### config.mk
export PLATFORM = sky130hd
export DESIGN_NAME = ifetch_unit
export DESIGN_NICKNAME = d
export VERILOG_FILES = /design/src/rtl/rv_pkg.sv /design/src/rtl/ifetch_fifo2.sv /design/src/rtl/ifetch_unit.sv
export SDC_FILE = /design/constraint.sdc
export NUM_CORES = 1
export LEC_CHECK = 0
export BUFFER_PORTS_ARGS = -buffer_cell sky130_fd_sc_hd__buf_2
export CELL_PAD_IN_SITES_DETAIL_PLACEMENT = 1
export CELL_PAD_IN_SITES_GLOBAL_PLACEMENT = 1
export CORE_MARGIN = 5
export CORE_UTILIZATION = 46
export DETAILED_ROUTE_END_ITERATION = 7
export PLACE_DENSITY_LB_ADDON = 0.12
export SYNTH_ARGS = -nofsm -noshare
export SYNTH_HDL_FRONTEND = slang
export SYNTH_SLANG_ARGS = --single-unit
### constraint.sdc
create_clock -name clk -period 11.8 [get_ports clk]
set_clock_uncertainty 0.2 [all_clocks]
set_input_delay 0.59 -clock clk [delete_from_list [all_inputs] [get_ports clk]]
set_output_delay 0.59 -clock clk [all_outputs]
set_load 0.05 [all_outputs]
### src/rtl/rv_pkg.sv
// Shared RV32 front-end constants: instruction layout, opcode groups and reset vector.
package rv_pkg;

  localparam int unsigned INST_W     = 32;
  localparam int unsigned XLEN       = 32;
  localparam int unsigned OPCODE_MSB = 6;
  localparam int unsigned OPCODE_LSB = 0;
  localparam int unsigned OPCODE_W   = OPCODE_MSB - OPCODE_LSB + 1;

  // opcode[6:2] groups decoded by control_unit
  localparam logic [4:0] OP_BRANCH = 5'b11000;
  localparam logic [4:0] OP_IMM    = 5'b00100;
  localparam logic [4:0] OP_REG    = 5'b01100;

  localparam logic [XLEN-1:0] DEFAULT_RESET_PC = 32'h0000_0000;

  function automatic logic [OPCODE_W-1:0] opcode_of(input logic [INST_W-1:0] inst);
    return inst[OPCODE_MSB:OPCODE_LSB];
  endfunction

endpackage

### src/rtl/ifetch_fifo2.sv
// Two-entry {instruction, pc} buffer between imem responses and decode.
// Flush wins over push and pop; entry 0 is always the head.
module ifetch_fifo2
  import rv_pkg::*;
#(
  parameter int unsigned ADDR_W = 32
) (
  input  logic              clk,
  input  logic              rst,
  input  logic              flush,
  input  logic              push,
  input  logic              pop,
  input  logic [INST_W-1:0] push_data,
  input  logic [ADDR_W-1:0] push_pc,
  output logic [INST_W-1:0] head_data,
  output logic [ADDR_W-1:0] head_pc,
  output logic [1:0]        count
);

  logic [INST_W-1:0] data_q [2];
  logic [ADDR_W-1:0] pc_q   [2];
  logic              do_pop;
  logic              do_push;
  logic              wr_idx;

  assign do_pop  = pop && (count != 2'd0);
  assign do_push = push && ((count != 2'd2) || do_pop);
  // slot that is free once this cycle's pop has shifted the entries down
  assign wr_idx  = ((count - 2'(do_pop)) != 2'd0);

  always_ff @(posedge clk) begin
    if (rst || flush) begin
      count <= 2'd0;
    end else begin
      count <= count + 2'(do_push) - 2'(do_pop);
    end
  end

  always_ff @(posedge clk) begin
    if (do_pop) begin
      data_q[0] <= data_q[1];
      pc_q[0]   <= pc_q[1];
    end
    if (do_push) begin
      data_q[wr_idx] <= push_data;
      pc_q[wr_idx]   <= push_pc;
    end
  end

  assign head_data = data_q[0];
  assign head_pc   = pc_q[0];

endmodule

### src/rtl/ifetch_unit.sv
// Instruction fetch front end: sequential PC generation, 1-cycle imem reads,
// 2-entry response buffer with valid/ready to decode, and redirect flushing.
module ifetch_unit
  import rv_pkg::*;
#(
  parameter int unsigned       ADDR_W   = 32,
  parameter logic [ADDR_W-1:0] RESET_PC = ADDR_W'(DEFAULT_RESET_PC)
) (
  input  logic              clk,
  input  logic              rst,
  output logic              imem_en,
  output logic [ADDR_W-1:0] imem_addr,
  input  logic [INST_W-1:0] imem_rdata,
  input  logic              redirect_valid,
  input  logic [ADDR_W-1:0] redirect_pc,
  output logic              inst_valid,
  input  logic              inst_ready,
  output logic [INST_W-1:0] inst_data,
  output logic [ADDR_W-1:0] inst_pc,
  output logic              misalign_err
);

  logic [ADDR_W-1:0] fetch_pc;
  logic [ADDR_W-1:0] req_pc;
  logic              pending;
  logic              squash;
  logic [1:0]        count;
  logic              pop;
  logic              push;
  logic              issue;
  logic [2:0]        credit_c;

  assign inst_valid = (count != 2'd0);
  assign pop        = inst_valid && inst_ready;

  // entries the buffer will hold once everything in flight has landed
  assign credit_c = 3'(count) + 3'(pending) - 3'(pop);
  assign issue    = !rst && !redirect_valid && (credit_c < 3'd2);
  assign push     = pending && !squash && !redirect_valid;

  assign imem_en   = issue;
  assign imem_addr = fetch_pc;

  always_ff @(posedge clk) begin
    if (rst) begin
      fetch_pc     <= RESET_PC;
      req_pc       <= RESET_PC;
      pending      <= 1'b0;
      squash       <= 1'b0;
      misalign_err <= 1'b0;
    end else begin
      pending <= issue;
      squash  <= issue && redirect_valid;
      if (issue) begin
        req_pc <= fetch_pc;
      end
      if (redirect_valid) begin
        fetch_pc <= {redirect_pc[ADDR_W-1:2], 2'b00};
        if (redirect_pc[1:0] != 2'b00) begin
          misalign_err <= 1'b1;
        end
      end else if (issue) begin
        fetch_pc <= fetch_pc + ADDR_W'(4);
      end
    end
  end

  ifetch_fifo2 #(
    .ADDR_W (ADDR_W)
  ) u_fifo (
    .clk       (clk),
    .rst       (rst),
    .flush     (redirect_valid),
    .push      (push),
    .pop       (pop),
    .push_data (imem_rdata),
    .push_pc   (req_pc),
    .head_data (inst_data),
    .head_pc   (inst_pc),
    .count     (count)
  );

endmodule

== Word-level counts from Yosys, hierarchy flattened ==
Memory sizes are Yosys's and may differ from the RTL's.
Cells that the tools add are included.
W data, S select, Z words.

* Flip-flop bits (word level): 69
* Latch bits: 0
* Bits in writable memories: 128
* Memory bits (read-only): 0
* Bits of input ports: 68
* Output and inout bits: 99
* Memories: 2

* Add/subtract/negate cells: 6
* Multiply operators: 0
* Div/mod/pow operators: 0
* Order comparisons: 1
* Equality and inequality tests: 1
* Shift-type cells: 0
* Mux-type cells: 6
* Bitwise logic cells: 0
* Reduce and logical (&&, ||, !) cells: 19

{| class="wikitable"
|+ Memory list
! memory !! depth !! bits a word !! read ports !! clocked after Yosys merged registers in !! write ports !! line !! source
|-
| u_fifo.data_q || 2 || 32 || 2 || 0 || 2 || ifetch_fifo2.sv:20 || <nowiki>logic [INST_W-1:0] data_q [2];</nowiki>
|-
| u_fifo.pc_q || 2 || 32 || 2 || 0 || 2 || ifetch_fifo2.sv:21 || <nowiki>logic [ADDR_W-1:0] pc_q [2];</nowiki>
|}

{| class="wikitable"
|+ Operators by type and width
! cell !! number
|-
| $mux W32 || 2
|-
| $add A32 B3 Y32 const B || 1
|-
| $logic_and A1 B1 Y1 || 8
|-
| $reduce_bool A2 Y1 || 4
|-
| $mux W1 || 4
|-
| $sub A2 B1 Y2 || 2
|-
| $add A2 B1 Y3 || 1
|-
| $logic_not A1 Y1 || 3
|-
| $lt A3 B2 Y1 const B || 1
|-
| $sub A3 B1 Y3 || 1
|-
| $add A2 B1 Y2 || 1
|-
| $logic_or A1 B1 Y1 || 2
|-
| $ne A2 B2 Y1 const B || 1
|-
| $reduce_and A2 Y1 || 1
|-
| $reduce_or A2 Y1 || 1
|}

== Longest topological paths before layout ==
Gate-level depths: netlist of run 1.

* Depth in word-level cells: 7
* Depth in mapped cells: 13
* Depth with buffers taken out: 12

== By module ==
Synthesis of run 1 repeated with hierarchy kept, for this count alone.

* Cell total of the unflattened synthesis: 582
* Area, all modules: 8023.9 µm²

{| class="wikitable"
|+ By module, submodules not included
! module !! instances !! cells an instance !! area each (µm²)
|-
| ifetch_fifo2 || 1 || 218 || 5073.6
|-
| ifetch_unit || 1 || 364 || 2950.3
|}

== Least setup slack after synthesis of run 1 ==
OpenSTA, ideal clock, no wires.

* Path kind: flip-flop to flip-flop
* Start: register u_fifo.count[1]
* End: memory u_fifo.data_q[1][0], enable pin
* Setup time: 0.489 ns
* Arrival: 4.347 ns
* Slack: 6.764 ns
* Stages on the path, launching flop included: 9
* Clock period less this slack: 5.036 ns
* Cell sequence: dfxtp_1 -> inv_1 -> nand2_1 -> and2_1 -> ha_1 -> inv_1 -> ha_1 -> nor2_1 -> nor2b_1

{| class="wikitable"
|+ RTL lines
! element !! line !! source
|-
| start: declaration || ifetch_fifo2.sv:17 || <nowiki>output logic [1:0] count</nowiki>
|-
| start signal: assignment || ifetch_fifo2.sv:35 || <nowiki>count <= count + 2'(do_push) - 2'(do_pop);</nowiki>
|-
| end: declaration || ifetch_fifo2.sv:20 ||
|}

== Final worst setup path of run 1 ==
* Start: register u_fifo.count[1]
* End: output imem_en

* Word-level cells in the longest chain between the ends: 5

{| class="wikitable"
|+ RTL lines
! element !! line !! source
|-
| parallel branches: the longest is 2 deep, another holds $add A2 B1 Y3 || -- ||
|-
| $sub A3 B1 Y3 * || ifetch_unit.sv:37 || <nowiki>assign credit_c = 3'(count) + 3'(pending) - 3'(pop);</nowiki>
|-
| $lt A3 B2 Y1 * || ifetch_unit.sv:38 || <nowiki>assign issue = !rst && !redirect_valid && (credit_c < 3'd2);</nowiki>
|-
| $logic_and A1 B1 Y1 * || ifetch_unit.sv:38 ||
|-
| end: declaration || ifetch_unit.sv:11 || <nowiki>output logic imem_en,</nowiki>
|}

Mark *: on every way between the ends.

==> impl_results.md, run 1 <==
* Hold Crit Class: in2reg
* Async SR Flop Fraction at 0%
* CP Data Required Time at 11010 ps
* Worst IR drop on VDD at 0.101 mV
* Syn_area_per_cell at 13.0 sq um
* Met3 Use GR at 5.15%
* Gr busiest metal: met2
* GR met1 Demand/Resource at 25.3%
* Finished Cell Area at 0.00907 sq mm
* Register bit count reported by yosys at 189
* Gr ovfl total at 0
* Status: complete, no violations
* Register area share after synthesis at 66.8%
* Endpoint type of the worst setup path: primary output
* CTS clock-pin slew for the worst setup and hold paths at 70 ps
* Post-CTS Setup Inserts at 0
* Least-Margin Pin Slew at 1090 ps
* Cell taking the most area after synthesis: edfxtp_1
* Most used flip-flop cell after synthesis: edfxtp_1
* Total core area at 0.0159 sq mm
* WL/cell at 19.3 um
* Post-DP HPWL at 12600 um
* # setup viols final at 0
* Crit path kind: reg2out
* Final Max Tran Viols at 0
* First-pass GRT wire length at 28700 um
* Type of origin of the critical path: flop
* Yosys top cell area share at 49.5%
* Unrepaired setup endpoints after global routing: false
* GPL Wtd Cong at 0.817
* Slew Limit Headroom at 27.0%
* CP max FO at 50
* Drt pass-1 iters at 4
* Unique cell type count in the Yosys netlist at 43
* Initial antenna violation count at 0
* Period utilization at 47.8%
* Clk sinks at 189
* Vias per Instance at 5.27
* Worst hold margin at 151 ps
* Hold_buf cts at 0
* DRC at 0
* Via Count at 5057
* Gate Count Post-Synth at 578
* Post-synth EDFFs at 124
* Iteration-0 DRC Markers at 238
* Port bufs at 162
* CTS tree: done
* TNS Setup at 0 ps
* # resized after CTS at 0
* Clk_lat worst skew at 430 ps
* I/O pins at 167
* Mapped cell area at 0.00752 sq mm
* GR Util All Layers at 19.8%
* Area Growth Syn to Fin at 20.6%
* Clock H-tree levels at 4
* DIE AREA at 0.0190 sq mm
* Largest net degree at the start of global routing at 65
* Final hold viol count at 0
* Max_cap viols at 0
* Power, Total at 1.42 mW
* DIE WIDTH at 138 um
* Starting Density at 47.2%
* Final wirelength at 18500 um
* Final #Nets at 803
* CTS Buffer Depth at 2
* Number of global-route vias before repair at 5296
* Placed Area at 0.00851 sq mm
* Min cycle time layout at 5640 ps
* Dominant cells by area after synthesis: edfxtp_1, dfxtp_1, mux2_2, nand2_1, a21oi_1
* Clock root cell: clkbuf_16
* Worst Path Arrival at 4850 ps
* Layout cell share with drive strength beyond 1 at 35.4%
* Fmax at 177 MHz
* Total CTS buffers at 17
* LEAKAGE at 3.43 nW
* Fill cells at 1675
* Ys Warns at 0
* Die span in y at 138 um
* Met2 global-route usage at 34.0%
* Util after Layout at 56.9%
* Pwr dens at 156 mW/mm^2
* Row count at 46
* Post-route ant nets at 0
critical path, cell delays in order, from the launching register on:
cell	delay, ps
dfxtp_1	410
inv_1	90
nand2_1	80
and2_1	150
ha_1	230
inv_1	120
nand2_1	80
fa_1	380
xnor2_1	670
nand3_2	930
inv_2	870
buf_2	400
through the flow:
stage | setup WS [ps] | cells
2_1_floorplan | 6760 | 582
3_3_place_gp | 6570 | 927
3_5_place_dp | 6390 | 927
4_1_cts | 6070 | 958
5_1_grt | 5680 | 958
6_report | 6160 | 960
synth_stat cells (all sizes together), types with 3 or more instances:
master  count
edfxtp    124
nand2      88
dfxtp      65
mux2       62
a21oi      41
clkbuf     29
nor2       17
xnor2      17
nand4      15
inv        14
nand3      13
and2       11
o22ai      10
a31oi       9
xor2        9
a211oi      8
buf         6
nor3        6
and3        4
ha          4
nor4        4
and4        3
cell families after synthesis:
group / share of synthesized area (%)
buf+inv: 2.68
other cells: 0.0498
compound gates: 6.12
simple gates: 11.0
fa+ha+maj: 0.931
flops: 66.8
mux: 9.41
xor+xnor: 3.03
area by class of cell:
| type | instances | area, sq um | share of cell area [%] |
|---|---|---|---|
| Clock inverter | 12 | 124 | 1.36 |
| Clock buffer | 19 | 433 | 4.77 |
| Antenna cell | 2 | 5.00 | 0.0551 |
| Sequential cell | 189 | 5020 | 55.4 |
| Timing Repair Buffer | 164 | 826 | 9.10 |
| Inverter | 14 | 52.6 | 0.579 |
| Multi-Input combinational cell | 344 | 2340 | 25.8 |
| Tap cell | 216 | 270 | 2.98 |
final timing paths:
path	start	slack (ps)	cells past startpoint	endpoint
min reg2reg	misalign_err	250	2	misalign_err
max	u_fifo.count[1]	6160	11	imem_en
min	imem_rdata[3]	150	1	u_fifo.data_q[1][3]
max reg2reg	u_fifo.count[1]	7130	12	imem_addr[21]
where the power goes:
part / switching (mW) / internal, mW
combinational: 0.0945 / 0.0354
sequential: 0.0184 / 0.721
clock: 0.238 / 0.309
total: 0.351 / 1.06
registers in the layout (all words and copies together), names as in the netlist:
signal,count
u_fifo.count,2
imem_addr,30
u_fifo.data_q,64
squash,1
misalign_err,1
u_fifo.pc_q,60
req_pc,30
pending,1
layout by cell type, fill, tap and decap left out, types with 6 or more instances in the layout:
cell / synthesis / layout
buf_2: 2 / 162
dfxtp_1: 65 / 65
nand4_1: 14 / 14
nor2_1: 17 / 17
o22ai_1: 10 / 10
nor3_1: 6 / 6
and2_1: 11 / 11
clkbuf_16: 0 / 17
inv_1: 13 / 13
edfxtp_1: 124 / 124
nand2_1: 87 / 86
xnor2_1: 17 / 17
nand3_1: 13 / 12
a211oi_1: 8 / 8
mux2_2: 62 / 62
a31oi_1: 9 / 9
a21oi_1: 41 / 41
xor2_1: 9 / 9
layer usage:
metal / vias to the layer above / routed length [um]
met1: 2498 / 7850
met5: - / 0
met2: 146 / 9400
li1: 2401 / -
met4: 0 / 140
met3: 12 / 1130
(Power assumes the default switching activity.)
==> inputs of run 2 (changes only) <==
--- a/config.mk
+++ b/config.mk
@@ -5,11 +5,12 @@
 export SDC_FILE = /design/constraint.sdc
 export NUM_CORES = 1
 export LEC_CHECK = 0
+export ABC_AREA = 1
 export BUFFER_PORTS_ARGS = -buffer_cell sky130_fd_sc_hd__buf_2
 export CELL_PAD_IN_SITES_DETAIL_PLACEMENT = 1
 export CELL_PAD_IN_SITES_GLOBAL_PLACEMENT = 1
 export CORE_MARGIN = 5
-export CORE_UTILIZATION = 46
+export CORE_UTILIZATION = 37
 export DETAILED_ROUTE_END_ITERATION = 7
 export PLACE_DENSITY_LB_ADDON = 0.12
 export SYNTH_ARGS = -nofsm -noshare
==> constraint.sdc (replaced) <==
create_clock -name clk -period 4.55 [get_ports clk]
set_clock_uncertainty 0.2 [all_clocks]
set_input_delay 0.2275 -clock clk [delete_from_list [all_inputs] [get_ports clk]]
set_output_delay 0.2275 -clock clk [all_outputs]
set_load 0.05 [all_outputs]
==> run 2 against run 1 <==
Power grew to 2.8 times the previous value. Utilization shrank 9.1 points. Sequential cell count stayed put. Setup slack got worse by 5500 ps. Routed wire length is 23% higher. Clock power rose to 3.0 times the previous value. Critical endpoint unchanged.
==> impl_results.md, run 2 <==
* Period utilization at 84.5%
* Post-route ant nets at 0 (unchanged)
* Commonest non-fill, non-tap cells in the layout: nand2_1, buf_2, edfxtp_1
* Setup WS pre-CTS at 1160 ps (-5230 ps)
* Ys Warns at 0 (unchanged)
* Gr ovfl total at 0 (unchanged)
* Async SR Flop Fraction at 0% (unchanged)
* Switching Fraction at 25.9% (+1.2 points)
* Least-Margin Pin Slew at 846 ps (-247 ps)
* Final Max Tran Viols at 0 (unchanged)
* Pwr dens at 384 mW/mm^2 (+150%)
* Commonest cells in the netlist: nand2_1, edfxtp_1, nand3_1
* Unique cell type count in the Yosys netlist at 32 (-26%)
* First-pass GRT wire length at 35600 um (+24%)
* Cell taking the most area after synthesis: edfxtp_1
* CP max FO at 39 (-22%)
* CTS clock-pin slew for the worst setup and hold paths at 70 ps (about the same)
* Clock network power share at 40.6% (+2.0 points)
* Clk sinks at 189 (unchanged)
* Total CTS buffers at 17 (unchanged)
* Largest net degree at the start of global routing at 81 (+25%)
* Post-synth EDFFs at 124 (unchanged)
* Number of global-route vias before repair at 6567 (+24%)
* Register bit count reported by yosys at 189 (unchanged)
* Most used cell, CP: inv_1
* Status: complete, no violations
* Gate Count Post-Synth at 871 (+51%)
* CTS tree: done
* Max_cap viols at 0 (unchanged)
* Post-DP HPWL at 15600 um (+24%)
* Layout cell share with drive strength beyond 1 at 19.9% (-16 points)
* Clk_lat worst skew at 430 ps (about the same)
* LEAKAGE at 4.38 nW (+28%)
* Clock root cell: clkbuf_16
* Die span in y at 158 um (+14%)
* GR Util All Layers at 18.3% (-1.5 points)
* Post-CTS Setup Inserts at 0 (unchanged)
* Clock H-tree levels at 4 (unchanged)
* Endpoint type of the worst setup path: primary output
* Post-Layout Cell Count at 1376 (+43%)
* Fmax at 260 MHz
* Most used flip-flop cell after synthesis: edfxtp_1
* DIE WIDTH at 158 um (+14%)
* Most flop-heavy register: u_fifo.data_q
* Fill cells at 2519 (+50%)
* DRC at 0 (unchanged)
* # resized after CTS at 0 (unchanged)
* Total core area at 0.0217 sq mm (+36%)
* Dominant cells by area after synthesis: edfxtp_1, dfxtp_1, nand2_1, nand3_1, inv_1
* Starting Density at 37.3% (-9.9 points)
* Slew Limit Headroom at 43.6% (+17 points)
* Port bufs at 162 (unchanged)
* GPL Wtd Cong at 0.795 (-2.6%)
* TNS Setup at 0 ps (unchanged)
* Placed Area at 0.00914 sq mm (+7.3%)
* Sequential Power Share at 48.5% (-3.7 points)
* Final hold viol count at 0 (unchanged)
* Min cycle time layout at 3840 ps
* Combinational power share at 10.9% (+1.7 points)
* Ant diodes at 0 (-2)
* Syn_area_per_cell at 9.28 sq um (-29%)
* Net load switching power at 1.03 mW (+190%)
* Iteration-0 DRC Markers at 404 (+70%)
* Mapped cell area at 0.00808 sq mm (+7.4%)
* Count leader, synth: nand2_1
* DIE AREA at 0.0249 sq mm (+31%)
* Final wirelength at 22800 um (+23%)
* Hold Crit Class: in2reg
* Worst Path Arrival at 3420 ps (-1430 ps)
* Largest registers: u_fifo.data_q (64), u_fifo.pc_q (60)
* Finished Cell Area at 0.0104 sq mm (+14%)
* Unrepaired setup endpoints after global routing: false
* Type of origin of the critical path: flop
* CP cell instances: inv_1, nand2_1, nand2_1, inv_1, ha_1, inv_1, nand2_1, fa_1, inv_1, nor2_2, nand2_2, inv_2, buf_2
* Power, Total at 3.98 mW (+180%)
* Drt pass-1 iters at 6 (+2)
* Area Growth Syn to Fin at 28.3%
* WL/cell at 16.6 um (-14%)
* Register area share after synthesis at 62.2% (-4.6 points)
* Final #Nets at 1156 (+44%)
* I/O pins at 167 (unchanged)
* CP Data Required Time at 4120 ps (-6890 ps)
* # setup viols final at 0 (unchanged)
* Worst IR drop on VDD at 0.167 mV (+65%)
* Via Count at 6584 (+30%)
* Hold_buf cts at 60 (+60)
* PnR worst setup slack at 705 ps (-5450 ps)
* Row count at 54 (+17%)
* Crit path largest cell delay at 520 ps (-410 ps)
* Dpl cells at 1284 (+39%)
* Yosys top cell area share at 46.1% (-3.4 points)
* Int Pwr at 2.95 mW (+180%)
* Commonest non-fill, non-tap cell in the layout: nand2_1
* Crit path kind: reg2out
* Max reg flops at 64 (unchanged)
* CTS Buffer Depth at 2 (unchanged)
* Initial antenna violation count at 0 (unchanged)
* Vias per Instance at 4.78 (-9.2%)
* Slowest CP cell: inv_2
-- run 2: metal layers --
| metal | vias up | GRT usage (%) | share of wire, % |
|---|---|---|---|
| li1 | 3298 | - | - |
| met1 | 3120 | 25.9 | 48 |
| met2 | 158 | 29.3 | 47 |
| met3 | 8 | 3.83 | 5.3 |
| met4 | 0 | 3.69 | 0.49 |
| met5 | - | 0 | 0 |
-- run 2: logic make-up after synthesis --
logic type / share of synthesized area, %
AOI/OAI and AO/OA: 6.63
xor gates and xnor gates: 0.217
adders and majority gates: 0.867
buffers and inverters: 6.94
DFF: 62.2
other: 0.0464
and+or+nand+nor: 23.1
-- run 2: path summary, 6_finish.rpt --
kind,slack [ps],cells past startpoint,from,end
setup reg to reg,1170,14,u_fifo.count[1],req_pc[21]
hold / removal,10,6,redirect_pc[19],imem_addr[19]
setup / recovery,710,13,u_fifo.count[1],imem_en
hold reg to reg,230,0,req_pc[19],u_fifo.pc_q[1][19]
-- run 2: per-stage QoR --
stage	utilization, %	hold slack [ps]
after floorplan	-	126
after global placement	42.1	209
after detailed placement	42.1	216
after CTS	47.8	0.676
after global routing	47.8	64.1
final	47.8	12.0
-- run 2: cell type report --
class | count | area [sq um] | share of cell area (%)
clock buffers | 18 | 429 | 4.14
clock inverters | 14 | 205 | 1.98
inverters | 91 | 342 | 3.29
multi-input cells | 553 | 2530 | 24.4
flip-flops and latches | 189 | 5020 | 48.4
well taps | 280 | 350 | 3.38
repair buffers | 231 | 1490 | 14.4
-- run 2: critical path, delay by kind of cell (launching register included) --
kind                       cells  cell delay (ps)
adders and majority gates      2              720
DFF                            1              410
and+or+nand+nor                5              550
buffers and inverters          6             1270
-- run 2: power by group through the flow --
stage	clock network, mW	logic (mW)	registers (mW)
2_1_floorplan	0	0.164	2.07
3_3_place_gp	0	0.392	1.97
3_5_place_dp	0	0.397	1.97
4_1_cts	1.65	0.438	1.93
5_1_grt	1.72	0.476	1.94
6_report	1.62	0.434	1.93
==> inputs of run 3 (changes only) <==
--- a/config.mk
+++ b/config.mk
@@ -5,12 +5,12 @@
 export SDC_FILE = /design/constraint.sdc
 export NUM_CORES = 1
 export LEC_CHECK = 0
-export ABC_AREA = 1
+export ABC_AREA = 0
 export BUFFER_PORTS_ARGS = -buffer_cell sky130_fd_sc_hd__buf_2
 export CELL_PAD_IN_SITES_DETAIL_PLACEMENT = 1
 export CELL_PAD_IN_SITES_GLOBAL_PLACEMENT = 1
 export CORE_MARGIN = 5
-export CORE_UTILIZATION = 37
+export CORE_UTILIZATION = 39
 export DETAILED_ROUTE_END_ITERATION = 7
 export PLACE_DENSITY_LB_ADDON = 0.12
 export SYNTH_ARGS = -nofsm -noshare
==> constraint.sdc (replaced) <==
create_clock -name clk -period 3.5 [get_ports clk]
set_clock_uncertainty 0.2 [all_clocks]
set_input_delay 0.175 -clock clk [delete_from_list [all_inputs] [get_ports clk]]
set_output_delay 0.175 -clock clk [all_outputs]
set_load 0.05 [all_outputs]
==> run 3 against run 2 <==
Sequential share of layout area up 2.2 points. Utilization is 4.9 points higher. Via count fell by 18%. Die area down 11%. Critical path depth down 3. First-iteration DRC count fell by 42%. Non-clock buffer count up 8. Worst hold slack better by 47 ps. Highest routed layer unchanged.
==> impl_results.md, run 3 (synthesized netlist as in run 1, its figures left out) <==
* Status: complete, no violations
* Via Count at 5371 (-18%)
* Area Growth Syn to Fin at 31.9%
* Post-DP HPWL at 13000 um (-16%)
* Ant diodes at 0 (unchanged)
* Combinational power share at 10.7% (-0.2 points)
* Post-Layout Cell Count at 1078 (-22%)
* Total core area at 0.0188 sq mm (-13%)
* Worst Path Arrival at 2910 ps (-510 ps)
* Clk sinks at 189 (unchanged)
* Worst IR drop on VDD at 0.302 mV (+81%)
* Gr ovfl total at 0 (unchanged)
* First-pass GRT wire length at 30800 um (-14%)
* WL/cell at 18.0 um (+8.5%)
* Period utilization at 93.7%
* GR Util All Layers at 17.7% (-0.64 points)
* Slew Limit Headroom at 25.8% (-18 points)
* Initial antenna violation count at 0 (unchanged)
* CP Data Required Time at 3120 ps (-1000 ps)
* Die span in y at 149 um (-5.6%)
* Type of origin of the critical path: flop
* TNS Setup at 0 ps (unchanged)
* Total CTS buffers at 17 (unchanged)
* Clk_lat worst skew at 430 ps (about the same)
* Most flop-heavy register: u_fifo.data_q
* Commonest non-fill, non-tap cells in the layout: buf_2, edfxtp_1, nand2_1
* DRC at 0 (unchanged)
* Unrepaired setup endpoints after global routing: false
* Min cycle time layout at 3280 ps
* Drt pass-1 iters at 4 (-2)
* Worst hold margin at 58.9 ps (+46.9 ps)
* Starting Density at 40.0% (+2.7 points)
* CTS clock-pin slew for the worst setup and hold paths at 70 ps (about the same)
* Endpoint type of the worst setup path: primary output
* DIE WIDTH at 149 um (-5.6%)
* Clock H-tree levels at 4 (unchanged)
* Crit path kind: reg2out
* Max reg flops at 64 (unchanged)
* CTS tree: done
* Post-route ant nets at 0 (unchanged)
* Switching Fraction at 26.3% (+0.40 points)
* Final wirelength at 19400 um (-15%)
* Pwr dens at 483 mW/mm^2 (+26%)
* DIE AREA at 0.0222 sq mm (-11%)
* Clock root cell: clkbuf_16
* Max_cap viols at 0 (unchanged)
* I/O pins at 167 (unchanged)
* Final Max Tran Viols at 0 (unchanged)
* Least-Margin Pin Slew at 1110 ps (+266 ps)
* Clock network power share at 37.4% (-3.2 points)
* Iteration-0 DRC Markers at 235 (-42%)
* Vias per Instance at 4.98 (+4.1%)
* CP max FO at 14 (-64%)
* Dpl cells at 981 (-24%)
* Port bufs at 162 (unchanged)
* Final hold viol count at 0 (unchanged)
* Int Pwr at 3.53 mW (+20%)
* Number of global-route vias before repair at 5812 (-11%)
* LEAKAGE at 3.75 nW (-14%)
* Largest registers: u_fifo.data_q (64), u_fifo.pc_q (60)
* Row count at 50 (-7.4%)
* Largest net degree at the start of global routing at 64 (-21%)
* # setup viols final at 0 (unchanged)
* Commonest non-fill, non-tap cell in the layout: buf_2
* Final #Nets at 878 (-24%)
* Sequential Power Share at 52.0% (+3.5 points)
* GPL Wtd Cong at 0.827 (+4.0%)
* Fmax at 305 MHz
* Layout cell share with drive strength beyond 1 at 34.2% (+14 points)
* Net load switching power at 1.26 mW (+22%)
* Post-CTS Setup Inserts at 0 (unchanged)
* CTS Buffer Depth at 2 (unchanged)
* Hold Crit Class: in2reg
[run 3: timing repair]
| item | in CTS | in global routing |
|---|---|---|
| endpoints found under the hold margin | 96 | 0 |
| endpoints found under the setup margin | 1 | 1 |
| hold buffers | 65 | 0 |
| resized for setup | 6 | 2 |
| gates cloned | 0 | 0 |
[run 3: area by class of cell]
| type | instances | area, sq um |
|---|---|---|
| clock buffers | 19 | 433 |
| clock inverters | 13 | 111 |
| fillers | 1958 | 8900 |
| inverters | 14 | 57.6 |
| multi-input cells | 344 | 2370 |
| flip-flops and latches | 189 | 5030 |
| well taps | 260 | 325 |
| repair buffers | 239 | 1600 |
[run 3: worst paths after layout]
path                    from                  to  slack [ps]  depth (start not counted)
max          u_fifo.count[1]             imem_en         220                         10
min reg2reg       req_pc[10]  u_fifo.pc_q[1][10]         260                          0
max reg2reg  u_fifo.count[1]       imem_addr[20]         340                         12
min           redirect_valid        imem_addr[5]          60                          4
[run 3: per-stage QoR]
step / setup slack [ps] / utilization, % / power, mW / area (sq um)
floorplan: 103 / - / 2.84 / 7550
global placement: 316 / 46.2 / 2.98 / 8690
detailed placement: 114 / 46.2 / 2.99 / 8690
CTS: 113 / 52.7 / 4.85 / 9920
global route: 16.4 / 52.7 / 4.99 / 9930
finish: 219 / 52.7 / 4.79 / 9930
[run 3: critical path, stage by stage, from the launching register on]
cell      delay, ps
dfxtp_2         370
inv_1            90
nand2_1          70
and2_1          170
ha_1            270
inv_1           100
nand2_1          80
fa_2            640
nand3_4         210
inv_6           200
clkbuf_4        260
[run 3: routing by layer]
layer | wire (um) | global-route usage [%]
met5 | 0 | 0
met4 | 276 | 5.17
met3 | 1190 | 4.92
met2 | 9560 | 30.0
met1 | 8360 | 22.0
[run 3: power by group through the flow]
stage	Combinational, mW	Sequential (mW)	Clock, mW
floorplan	0.161	2.67	0
global placement	0.445	2.54	0
detailed placement	0.454	2.54	0
CTS	0.516	2.49	1.85
global route	0.547	2.50	1.95
finish	0.512	2.49	1.79
